[src/rtl/riscv_pkg.sv]
// Shared RISC-V core package.
//   - ALU opcode encodings (ALU_ADD .. ALU_SLT), shared with the ALU itself.
//   - alu_class encodings supplied by the main decoder.
//   - alu_decode(): maps class/funct3/funct7b5 to a 4-bit ALU opcode.
//   - is_shift_op(): true for sll/srl/sra, whose B operand uses only bits [4:0].
package riscv_pkg;

  localparam logic [3:0] ALU_AND  = 4'b0000;
  localparam logic [3:0] ALU_OR   = 4'b0001;
  localparam logic [3:0] ALU_ADD  = 4'b0010;
  localparam logic [3:0] ALU_XOR  = 4'b0011;
  localparam logic [3:0] ALU_SLL  = 4'b0100;
  localparam logic [3:0] ALU_SRL  = 4'b0101;
  localparam logic [3:0] ALU_SUB  = 4'b0110;
  localparam logic [3:0] ALU_SLTU = 4'b0111;
  localparam logic [3:0] ALU_SLT  = 4'b1000;
  localparam logic [3:0] ALU_SRA  = 4'b1001;

  localparam logic [1:0] ALU_CLASS_ADD = 2'b00;  // ld / sd address
  localparam logic [1:0] ALU_CLASS_SUB = 2'b01;  // branch compare
  localparam logic [1:0] ALU_CLASS_R   = 2'b10;  // R-type
  localparam logic [1:0] ALU_CLASS_I   = 2'b11;  // I-type arithmetic

  function automatic logic [3:0] alu_decode(input logic [1:0] alu_class,
                                            input logic [2:0] funct3,
                                            input logic       funct7b5);
    logic [3:0] op;
    op = ALU_ADD;
    case (alu_class)
      ALU_CLASS_ADD: op = ALU_ADD;
      ALU_CLASS_SUB: op = ALU_SUB;
      default: begin
        case (funct3)
          3'b000:  op = (alu_class == ALU_CLASS_R && funct7b5) ? ALU_SUB : ALU_ADD;
          3'b001:  op = ALU_SLL;
          3'b010:  op = ALU_SLT;
          3'b011:  op = ALU_SLTU;
          3'b100:  op = ALU_XOR;
          // srai/srli share funct3; bit 30 selects arithmetic for both R and I forms.
          3'b101:  op = funct7b5 ? ALU_SRA : ALU_SRL;
          3'b110:  op = ALU_OR;
          default: op = ALU_AND;
        endcase
      end
    endcase
    return op;
  endfunction

  function automatic logic is_shift_op(input logic [3:0] op);
    return (op == ALU_SLL) || (op == ALU_SRL) || (op == ALU_SRA);
  endfunction

endpackage

[src/rtl/forward_mux.sv]
// Operand forwarding mux for one source register.
//   rs            : source register address held in ID/EX
//   reg_data      : register-file value captured in ID/EX
//   exm_*         : EX/MEM forward source (highest priority)
//   mwb_*         : MEM/WB forward source
//   fwd_data      : selected operand value
// Build option ID_EX_FORWARD_EN: when undefined the forward sources are
// ignored and fwd_data is always reg_data.
module forward_mux #(
  parameter int XLEN = 32,
  parameter int RA_W = 5
) (
  input  logic [RA_W-1:0] rs,
  input  logic [XLEN-1:0] reg_data,
  input  logic [RA_W-1:0] exm_rd,
  input  logic            exm_reg_write,
  input  logic [XLEN-1:0] exm_result,
  input  logic [RA_W-1:0] mwb_rd,
  input  logic            mwb_reg_write,
  input  logic [XLEN-1:0] mwb_result,
  output logic [XLEN-1:0] fwd_data
);

`ifdef ID_EX_FORWARD_EN
  localparam bit FWD_EN = 1'b1;
`else
  localparam bit FWD_EN = 1'b0;
`endif

  logic exm_hit;
  logic mwb_hit;

  // x0 is never a forwarding source: its writes are discarded.
  assign exm_hit = FWD_EN && exm_reg_write && (exm_rd != '0) && (exm_rd == rs);
  assign mwb_hit = FWD_EN && mwb_reg_write && (mwb_rd != '0) && (mwb_rd == rs);

  always_comb begin
    fwd_data = reg_data;
    if (exm_hit) begin
      fwd_data = exm_result;  // younger result wins
    end else if (mwb_hit) begin
      fwd_data = mwb_result;
    end
  end

endmodule

[src/rtl/id_ex_stage.sv]
// ID/EX pipeline stage, directly upstream of the ALU.
// Registers decoded operands/control, decodes the ALU opcode at load time,
// forwards EX/MEM and MEM/WB results onto alu_ina/alu_inb/ex_store_data and
// detects load-use hazards.
// Ports:
//   clk, reset (async, active-high)
//   id_*            : instruction from decode
//   flush           : branch redirect, kills the instruction entering the stage
//   exm_*, mwb_*    : forward sources
//   hazard_stall    : hold PC and IF/ID this cycle (combinational)
//   ex_valid, ex_rd, ex_mem_read, ex_mem_write, ex_reg_write : registered control
//   alu_op          : registered ALU opcode
//   alu_ina, alu_inb, ex_store_data : combinational operands
// Build option ID_EX_FORWARD_EN enables forwarding (see forward_mux).
//
// Handshake: decode presents an instruction with id_valid; it is taken on a
// rising edge when flush and hazard_stall are both low. While hazard_stall is
// high decode must hold its instruction unchanged; this stage loads a bubble.
module id_ex_stage
  import riscv_pkg::*;
#(
  parameter int XLEN = 32,
  parameter int RA_W = 5
) (
  input  logic            clk,
  input  logic            reset,
  input  logic            id_valid,
  input  logic [XLEN-1:0] id_rs1_data,
  input  logic [XLEN-1:0] id_rs2_data,
  input  logic [XLEN-1:0] id_imm,
  input  logic [RA_W-1:0] id_rs1,
  input  logic [RA_W-1:0] id_rs2,
  input  logic [RA_W-1:0] id_rd,
  input  logic [1:0]      id_alu_class,
  input  logic [2:0]      id_funct3,
  input  logic            id_funct7b5,
  input  logic            id_alu_src,
  input  logic            id_mem_read,
  input  logic            id_mem_write,
  input  logic            id_reg_write,
  input  logic            flush,
  input  logic [RA_W-1:0] exm_rd,
  input  logic            exm_reg_write,
  input  logic [XLEN-1:0] exm_result,
  input  logic [RA_W-1:0] mwb_rd,
  input  logic            mwb_reg_write,
  input  logic [XLEN-1:0] mwb_result,
  output logic            hazard_stall,
  output logic            ex_valid,
  output logic [3:0]      alu_op,
  output logic [XLEN-1:0] alu_ina,
  output logic [XLEN-1:0] alu_inb,
  output logic [XLEN-1:0] ex_store_data,
  output logic [RA_W-1:0] ex_rd,
  output logic            ex_mem_read,
  output logic            ex_mem_write,
  output logic            ex_reg_write
);

  logic            ex_alu_src;
  logic [RA_W-1:0] ex_rs1;
  logic [RA_W-1:0] ex_rs2;
  logic [XLEN-1:0] ex_rs1_data;
  logic [XLEN-1:0] ex_rs2_data;
  logic [XLEN-1:0] ex_imm;
  logic [XLEN-1:0] fwd_rs1;
  logic [XLEN-1:0] fwd_rs2;
  logic [XLEN-1:0] inb_raw;
  logic            load_bubble;

  // A load in EX whose destination is read by the decode instruction cannot
  // be forwarded in time. Depends only on registered state and id_*, so
  // async reset clears it immediately. The bubble it inserts drops
  // ex_mem_read, so each stall lasts exactly one cycle.
  assign hazard_stall = ex_valid && ex_mem_read && (ex_rd != '0) && id_valid &&
                        ((ex_rd == id_rs1) || (ex_rd == id_rs2));

  assign load_bubble = flush || hazard_stall;

  always_ff @(posedge clk or posedge reset) begin
    if (reset) begin
      ex_valid     <= 1'b0;
      ex_mem_read  <= 1'b0;
      ex_mem_write <= 1'b0;
      ex_reg_write <= 1'b0;
      ex_rd        <= '0;
      alu_op       <= ALU_ADD;
      ex_alu_src   <= 1'b0;
      ex_rs1       <= '0;
      ex_rs2       <= '0;
      ex_rs1_data  <= '0;
      ex_rs2_data  <= '0;
      ex_imm       <= '0;
    end else if (load_bubble) begin
      ex_valid     <= 1'b0;
      ex_mem_read  <= 1'b0;
      ex_mem_write <= 1'b0;
      ex_reg_write <= 1'b0;
      ex_rd        <= '0;
      alu_op       <= ALU_ADD;
      ex_alu_src   <= 1'b0;
      ex_rs1       <= '0;
      ex_rs2       <= '0;
      ex_rs1_data  <= '0;
      ex_rs2_data  <= '0;
      ex_imm       <= '0;
    end else begin
      ex_valid     <= id_valid;
      ex_mem_read  <= id_mem_read;
      ex_mem_write <= id_mem_write;
      ex_reg_write <= id_reg_write;
      ex_rd        <= id_rd;
      alu_op       <= alu_decode(id_alu_class, id_funct3, id_funct7b5);
      ex_alu_src   <= id_alu_src;
      ex_rs1       <= id_rs1;
      ex_rs2       <= id_rs2;
      ex_rs1_data  <= id_rs1_data;
      ex_rs2_data  <= id_rs2_data;
      ex_imm       <= id_imm;
    end
  end

  forward_mux #(.XLEN(XLEN), .RA_W(RA_W)) u_fwd_rs1 (
    .rs            (ex_rs1),
    .reg_data      (ex_rs1_data),
    .exm_rd        (exm_rd),
    .exm_reg_write (exm_reg_write),
    .exm_result    (exm_result),
    .mwb_rd        (mwb_rd),
    .mwb_reg_write (mwb_reg_write),
    .mwb_result    (mwb_result),
    .fwd_data      (fwd_rs1)
  );

  forward_mux #(.XLEN(XLEN), .RA_W(RA_W)) u_fwd_rs2 (
    .rs            (ex_rs2),
    .reg_data      (ex_rs2_data),
    .exm_rd        (exm_rd),
    .exm_reg_write (exm_reg_write),
    .exm_result    (exm_result),
    .mwb_rd        (mwb_rd),
    .mwb_reg_write (mwb_reg_write),
    .mwb_result    (mwb_result),
    .fwd_data      (fwd_rs2)
  );

  assign alu_ina       = fwd_rs1;
  assign ex_store_data = fwd_rs2;
  assign inb_raw       = ex_alu_src ? ex_imm : fwd_rs2;

  // Shift amounts use only bits [4:0]; this strips funct7 from srai/srli/slli.
  always_comb begin
    alu_inb = inb_raw;
    if (is_shift_op(alu_op)) begin
      alu_inb = {{(XLEN-5){1'b0}}, inb_raw[4:0]};
    end
  end

endmodule

[config.mk]
export PLATFORM = sky130hd
export DESIGN_NAME = id_ex_stage
export DESIGN_NICKNAME = d
export VERILOG_FILES = /design/src/rtl/riscv_pkg.sv /design/src/rtl/forward_mux.sv /design/src/rtl/id_ex_stage.sv
export SDC_FILE = /design/constraint.sdc
export NUM_CORES = 1
export LEC_CHECK = 0
export ABC_AREA = 1
export BUFFER_PORTS_ARGS = -buffer_cell sky130_fd_sc_hd__buf_2
export CAP_MARGIN = 20
export CORE_AREA = 4 4 120 122
export CTS_BUF_LIST = sky130_fd_sc_hd__clkbuf_2
export CTS_CLUSTER_DIAMETER = 80
export DETAILED_ROUTE_END_ITERATION = 8
export DIE_AREA = 0 0 124 126
export PLACE_DENSITY = 0.74
export SKIP_CTS_REPAIR_TIMING = 1
export SYNTH_ARGS = -nofsm -noshare
export SYNTH_HDL_FRONTEND = slang
export SYNTH_HIERARCHICAL = 1
export SYNTH_SLANG_ARGS = --single-unit
[constraint.sdc]
create_clock -name clk -period 3.9 [get_ports clk]
set_input_delay 0.39 -clock clk [delete_from_list [all_inputs] [get_ports clk]]
set_output_delay 0.39 -clock clk [all_outputs]
set_load 0.005 [all_outputs]
==> results_dict.tcl, run 1 <==
set metrics [dict create \
    status "finished, final reports clean" \
    worst_slew_pin_slew_ps 927 \
    fp.dieW_um 124 \
    rsz0062_at_grt "false" \
    antenna_found_initial 0 \
    layout_setup_ws_ps 1110 \
    n_fill_cell 1172 \
    crit_type "flop to output pin" \
    syn_to_final_growth_pct 40.1 \
    final_core_util 0.525 \
    hold_class "input pin to flop" \
    drive_gt1_frac 0.301 \
    timing.rr.start "ex_rd[4]" \
    worst-path-buf-inv 4 \
    vias 4333 \
    cts_made_buffers 9 \
    seq_area_sq_um 2750 \
    clock_sinks 110 \
    dieArea_sq_um 15600 \
    arrival_ps 2400 \
    cts_buffer_depth 2 \
    io_buffers 234 \
    cp_slowest_cell "inv_1" \
    syn_avg_cell_area_sq_um 8.48 \
    setup_tns_ps 0 \
    hp-start "id_funct3[0]" \
    cts_tree "yes" \
    crit_path_start_kind "flop" \
    die_h_um 126 \
    wire_per_inst_um 13.8 \
    synthCells 583 \
    place.gp.congestion 0.773 \
    grt_max_degree 76 \
    num_rows 42 \
    path_max_fanout 33 \
    synth_nets 784 \
    diodes 0 \
    final_antenna_net_count 0 \
    start_util 0.375 \
    drt_wl_total_um 14300 \
    cp_data_required_time_ps 3510 \
    nNetsFinal 1059 \
    min_to "alu_op[1]" \
    initialDrtViolationCount 250 \
    cp_top_family "buffers and inverters" \
    power.density_nw_per_um2 298 \
    period_minus_slack_ps 2790 \
    drc_errors 0 \
    r2r_end "ex_rs1_data[3]" \
    netlist_area_sq_um 4940 \
    holdWs_ps 103 \
    grt_pass1_vias 3692 \
    drv_slew 0 \
    finalHoldViolations 0 \
    vias_per_cell 4.17 \
    core_sq_um 13200 \
    relSlewSlack 0.382 \
    min_period_over_period 0.716 \
    place_hpwl_um 8720 \
    grt_usage 0.150 \
    worstPathCellList "buf_4 > inv_1 > buf_8 > nand2_1 > a21oi_1 > buf_2" \
    vdd_drop_max_v 0.000184 \
    htreeDepth 3 \
    ys_warn_count 6 \
    grt_pass1_wl_um 18100 \
    finalSetupViolCount 0 \
    clock_skew_ps 10.0 \
    total_leakage_power_uw 0.00416 \
    r2r_setup_slack_ps 1860 \
    reg2reg_depth 10 \
    max_stage_delay_ps 510 \
    drv_cap 0 \
    end_kind "output pin" \
    dr.pass1.iters 5 \
    grt-ovfl-total 0 \
    clock_latency_ps 570 \
    top_level_ports 311 \
    hold-path-cell-count 3 \
    cts_root_buf "clkbuf_2" \
    timing.fmax_mhz 358 \
    multi_input_area_sq_um 1070 \
    clk_pin_slew_ps 270 \
    pre_cts_slack_ps 1560 \
]
==> layout make-up <==
type / instances / area share
tap: 176 / 0.0318
clock inverter: 5 / 0.00379
clock buffer: 11 / 0.00795
multi-input combinational: 259 / 0.154
sequential: 110 / 0.398
timing repair buffer: 350 / 0.335
inverter: 128 / 0.0697
==> cell usage in the layout, fill, tap and decap left out <==
cell type      count
buf_2            234
inv_1            127
nor2_1           117
dfrtp_1          109
dlygate4sd3_1    109
nand2_1           97
a21oi_1           28
clkbuf_2          11
buf_4              6
nand3_1            4
o21ai_0            3
clkinv_2           3
xnor2_1            2
nand4_1            2
o31ai_1            2
a31oi_1            2
nand2_4            1
a211oi_4           1
inv_4              1
dfstp_2            1
clkinvlp_4         1
clkinv_1           1
buf_8              1
==> worst max-delay path by stage <==
stage / depth (start not counted) / slack (ps) / start / to
finish: 6 / 1110 / ex_alu_src / alu_inb[26]
global route: 6 / 890 / ex_alu_src / alu_inb[26]
CTS: 5 / 810 / ex_alu_src / alu_inb[26]
detailed placement: 5 / 1560 / ex_alu_src / alu_inb[26]
global placement: 5 / 1600 / ex_alu_src / alu_inb[26]
floorplan: 1 / 610 / reset / alu_op[0]
==> per-layer routing <==
layer  share of wire  vias to the layer above  GRT usage
met1            0.36                     1971      0.174
met5               0                        -          0
met2            0.52                      186      0.249
met4           0.026                        0     0.0644
li1                -                     2145          -
met3           0.088                       31     0.0534
==> per-stage QoR <==
stage	cell area (sq um)	instances	total power (uW)
after CTS	5820	929	2010
after global placement	5740	913	1540
after global routing	6930	1039	2190
after floorplan	4940	583	1440
final	6930	1039	2070
after detailed placement	5740	913	1550
==> tightest hold or removal path, cell delays in order <==
cell	delay [ps]
buf_2	110
a31oi_1	80
nand3_1	70
==> report_power, final <==
part	internal (uW)	switching [uW]	leakage, uW
Clock	83.9	364	0.0000591
Combinational	206	189	0.00268
Sequential	1200	24.5	0.00142
==> sequential cells by signal, summed over array words and instances, names as in the netlist <==
name          flops
ex_reg_write      1
ex_rs2_data      32
ex_mem_read       1
ex_imm           32
ex_valid          1
ex_mem_write      1
ex_rd             5
ex_rs1_data      32
ex_alu_src        1
alu_op            4
No activity file was read; power rests on OpenSTA's default activity.
==> run 2: changes to the inputs <==
CORE_AREA = 4 4 109 131   (was 4 4 120 122)
DIE_AREA = 0 0 113 135   (was 0 0 124 126)
PLACE_DENSITY = 0.78   (was 0.74)
clock period = 2.35 ns   (was 3.9 ns; I/O delays follow)
==> run 2 against run 1 <==
  * Worst setup slack worse by 860 ps
  * Flip-flop and latch count stayed put
  * Total power is 75% higher
  * Critical path type unchanged
==> results_dict.tcl, run 2 (synthesis gave the netlist of run 1 again) <==
set metrics [dict create \
    power.density_nw_per_um2 511 \
    num_rows 46 \
    cts_buffer_depth 2 \
    nNetsFinal 1065 \
    crit_type "flop to output pin" \
    crit_path_start_kind "flop" \
    place.gp.congestion 0.767 \
    vias_per_cell 4.33 \
    drt_wl_total_um 14400 \
    finalHoldViolations 0 \
    total_leakage_power_uw 0.00420 \
    seq_area_sq_um 2750 \
    wire_per_inst_um 13.9 \
    cts_tree "yes" \
    relSlewSlack 0.620 \
    drv_cap 0 \
    vdd_drop_max_v 0.000263 \
    fp.dieW_um 113 \
    top_level_ports 311 \
    grt_usage 0.152 \
    vias 4491 \
    grt_pass1_wl_um 18400 \
    place_hpwl_um 8590 \
    timing.rr.start "ex_rd[2]" \
    drive_gt1_frac 0.301 \
    cts_root_buf "clkbuf_2" \
    dieArea_sq_um 15300 \
    final_antenna_net_count 0 \
    hp-start "id_funct7b5" \
    max_stage_delay_ps 490 \
    end_kind "output pin" \
    die_h_um 135 \
    dp.cells 906 \
    total_power_uw 3610 \
    arrival_ps 1870 \
    grt_max_degree 111 \
    core_sq_um 13100 \
    path_max_fanout 27 \
    clock_skew_ps 47.8 \
    finalSetupViolCount 0 \
    clk_pin_slew_ps 260 \
    worstPathCellList "a211oi_4 > buf_4 > a21oi_1 > buf_2" \
    grt-ovfl-total 0 \
    clock_sinks 110 \
    drc_errors 0 \
    cp_slowest_cell "dfrtp_1" \
    layout_commonest_cell "buf_2" \
    hold_class "input pin to flop" \
    cts_made_buffers 9 \
    syn_to_final_growth_pct 43.0 \
    period_minus_slack_ps 2100 \
    status "finished, final reports clean" \
    multi_input_area_sq_um 1070 \
    io_buffers 234 \
    cp_data_required_time_ps 2120 \
    pre_cts_slack_ps 571 \
    dr.pass1.iters 5 \
    clock_latency_ps 570 \
    min_period_over_period 0.896 \
    initialDrtViolationCount 139 \
    start_util 0.378 \
    drv_slew 0 \
    top_regs "ex_imm: 32 flops, ex_rs1_data: 32 flops, ex_rs2_data: 32 flops" \
    layout_setup_ws_ps 245 \
    rsz0062_at_grt "false" \
    layout.cells.non_filler 1038 \
    final_cell_mix "234 x buf_2, 126 x inv_1, 117 x nor2_1" \
    timing.fmax_mhz 475 \
    worst_slew_pin_slew_ps 570 \
    antenna_found_initial 1 \
    startpoint "alu_op[3]" \
    n_fill_cell 1106 \
    setup_tns_ps 0 \
    grt_pass1_vias 3909 \
    htreeDepth 3 \
]
run 2: changes by cell type in the layout (fill, tap and decap cells not counted), moves of 2 or more:
cell	before	now
clkinv_4	0	2
dlygate4sd3_1	109	115
inv_6	0	2
buf_4	6	3
clkinv_2	3	0
buf_12	0	4
run 2: final cells by class:
| type | instances | share of cell area |
|---|---|---|
| Antenna cell | 1 | 0.000354 |
| Inverter | 128 | 0.0690 |
| Sequential cell | 110 | 0.390 |
| Multi-Input combinational cell | 259 | 0.152 |
| Clock buffer | 10 | 0.00708 |
| Tap cell | 168 | 0.0297 |
| Clock inverter | 6 | 0.00973 |
| Timing Repair Buffer | 356 | 0.343 |
run 2: power breakdown:
part	switching (uW)	total (uW)	internal (uW)
Clock	636	896	260
Combinational	322	678	356
Sequential	41.2	2030	1990
run 2: through the flow:
stage,cell area [sq um],utilization,hold WS [ps]
after global placement,5790,0.443,443
after floorplan,4950,-,341
after CTS,5910,0.452,-272
final,7070,0.541,71.8
after global routing,7070,0.541,31.9
after detailed placement,5790,0.443,447
run 2: path summary, 6_finish.rpt:
check	depth (start not counted)	slack, ps	to
max reg2reg	10	520	ex_rs2_data[7]
min reg2reg	5	1050	ex_rs1_data[19]
min in group asynchronous	4	330	ex_rs2_data[28]
max in group asynchronous	4	1570	alu_op[1]
min	4	70	alu_op[2]
max	4	250	alu_inb[10]
run 2: metal layers:
metal	GRT usage	routed length [um]	up-vias
li1	-	-	2161
met1	0.171	5180	2100
met2	0.266	7840	182
met3	0.0399	869	48
met4	0.0728	505	0
met5	0	0	-
run 2: worst max-delay path: cells and delay by family (launching register included):
kind | cells | cell delay [ps]
buffers and inverters | 2 | 510
flip-flops | 1 | 490
AO/OA/AOI/OAI | 2 | 330
==> run 3: changes to the inputs <==
ABC_AREA = 0   (was 1)
CORE_AREA = 4 4 118 120   (was 4 4 109 131)
DIE_AREA = 0 0 122 124   (was 0 0 113 135)
PLACE_DENSITY = 0.77   (was 0.78)
==> run 3 against run 2 <==
  * Clock skew down 29 ps
  * Largest cell class unchanged
  * Die area down 0.83%
  * Global-route usage decreased by 0.66 points
  * Highest routed layer unchanged
==> results_dict.tcl, run 3 <==
set metrics [dict create \
    place_hpwl_um 8350 \
    total_leakage_power_uw 0.00367 \
    clock_sinks 110 \
    cp_top_family "simple AND/OR/NAND/NOR gates" \
    cts_root_buf "clkbuf_2" \
    crit_type "flop to output pin" \
    dr.pass1.iters 4 \
    r2r_setup_slack_ps 140 \
    vias_per_cell 4.33 \
    initialDrtViolationCount 135 \
    wire_per_inst_um 15.1 \
    vias 3732 \
    drive_gt1_frac 0.398 \
    grt_pass1_vias 3473 \
    critPathCapture "hazard_stall" \
    clock_skew_ps 18.7 \
    drv_cap 0 \
    grt_pass1_wl_um 16900 \
    synth_nets 600 \
    clk_pin_slew_ps 290 \
    cp_slowest_cell "or4_4" \
    core_sq_um 13000 \
    grt_usage 0.145 \
    dieArea_sq_um 15100 \
    final_antenna_net_count 0 \
    worst-path-buf-inv 1 \
    fp.dieW_um 122 \
    io_buffers 234 \
    grt-ovfl-total 0 \
    final_core_util 0.537 \
    arrival_ps 1990 \
    syn_avg_cell_area_sq_um 11.9 \
    timing.rr.start "ex_rd[3]" \
    cts_buffer_depth 2 \
    hold_class "input pin to async pin" \
    power.density_nw_per_um2 557 \
    seq_area_sq_um 2760 \
    period_minus_slack_ps 2230 \
    cp_data_required_time_ps 2120 \
    top_regs "ex_imm: 32 flops, ex_rs1_data: 32 flops, ex_rs2_data: 32 flops" \
    drv_slew 0 \
    startpoint "ex_rd[3]" \
    ys_warn_count 6 \
    worstPathCellList "or4_4 > nor2_4 > nor3_4 > buf_2" \
    crit_path_start_kind "flop" \
    r2r_end "ex_imm[10]" \
    clock_latency_ps 570 \
    end_kind "output pin" \
    drt_wl_total_um 13000 \
    antenna_found_initial 0 \
    max_stage_delay_ps 570 \
    diodes 0 \
    htreeDepth 3 \
    finalHoldViolations 0 \
    reg2reg_depth 4 \
    final_cell_mix "234 x buf_2, 116 x dlygate4sd3_1, 105 x and2_1, 105 x dfrtp_1, 32 x nor2_1" \
    nNetsFinal 882 \
    crit_cells 4 \
    grt_max_degree 111 \
    finalSetupViolCount 0 \
    setup_tns_ps 0 \
    place.gp.congestion 0.734 \
    cts_made_buffers 9 \
    min_period_over_period 0.947 \
    timing.fmax_mhz 449 \
    path_max_fanout 5 \
    relSlewSlack 0.460 \
    synthCells 399 \
    n_fill_cell 1077 \
    vdd_drop_max_v 0.000468 \
    num_rows 42 \
    start_util 0.364 \
    top_level_ports 311 \
    worst_slew_pin_slew_ps 809 \
    netlist_area_sq_um 4730 \
    status "finished, final reports clean" \
    rsz0062_at_grt "true" \
    die_h_um 124 \
    cts_tree "yes" \
    multi_input_area_sq_um 1400 \
    drc_errors 0 \
    syn_to_final_growth_pct 47.2 \
    layout_commonest_cell "buf_2" \
]
[run 3: layer usage]
metal / part of all wire / global-route usage / up-vias
li1: - / - / 1745
met1: 0.36 / 0.158 / 1793
met2: 0.54 / 0.263 / 164
met3: 0.075 / 0.0436 / 30
met4: 0.025 / 0.0623 / 0
met5: 0 / 0 / -
[run 3: worst reg2reg max path, stage by stage (launching register included)]
cell and delay, ps:
dfrtp_1 510, or4_4 570, nor2_4 130, o31a_4 680, and2_4 270
[run 3: layout make-up]
| type | count | area share |
|---|---|---|
| clock buffers | 10 | 0.00719 |
| clock inverters | 6 | 0.0201 |
| inverters | 2 | 0.00162 |
| multi-input cells | 205 | 0.201 |
| flip-flops and latches | 110 | 0.397 |
| well taps | 176 | 0.0316 |
| repair buffers | 353 | 0.342 |
[run 3: report_power, final]
part / switching (uW) / leakage, uW / internal, uW
registers: 49.1 / 0.00141 / 1990
clock network: 623 / 0.000109 / 580
logic: 260 / 0.00215 / 375
total: 932 / 0.00367 / 2950
[run 3: stage by stage]
step | hold slack [ps] | instance area (sq um) | total power [uW] | cells | worst slack (ps)
floorplan | 308 | 4730 | 2360 | 399 | 565
global placement | 416 | 5590 | 2540 | 730 | 227
detailed placement | 414 | 5590 | 2550 | 730 | 177
CTS | -318 | 5780 | 3780 | 746 | -97.3
global route | 288 | 6960 | 4090 | 862 | -14.5
finish | 296 | 6960 | 3880 | 862 | 124
[run 3: worst min path at each step]
stage / end / from / depth (start not counted) / slack (ps)
2_1_floorplan: alu_op[2] / flush / 1 / 310
3_3_place_gp: alu_op[2] / flush / 2 / 420
3_5_place_dp: alu_op[2] / flush / 2 / 410
4_1_cts: alu_op[2] / flush / 2 / -320
5_1_grt: ex_rs1_data[18] / id_rs1_data[18] / 3 / 290
6_report: ex_rs1_data[6] / reset / 4 / 300
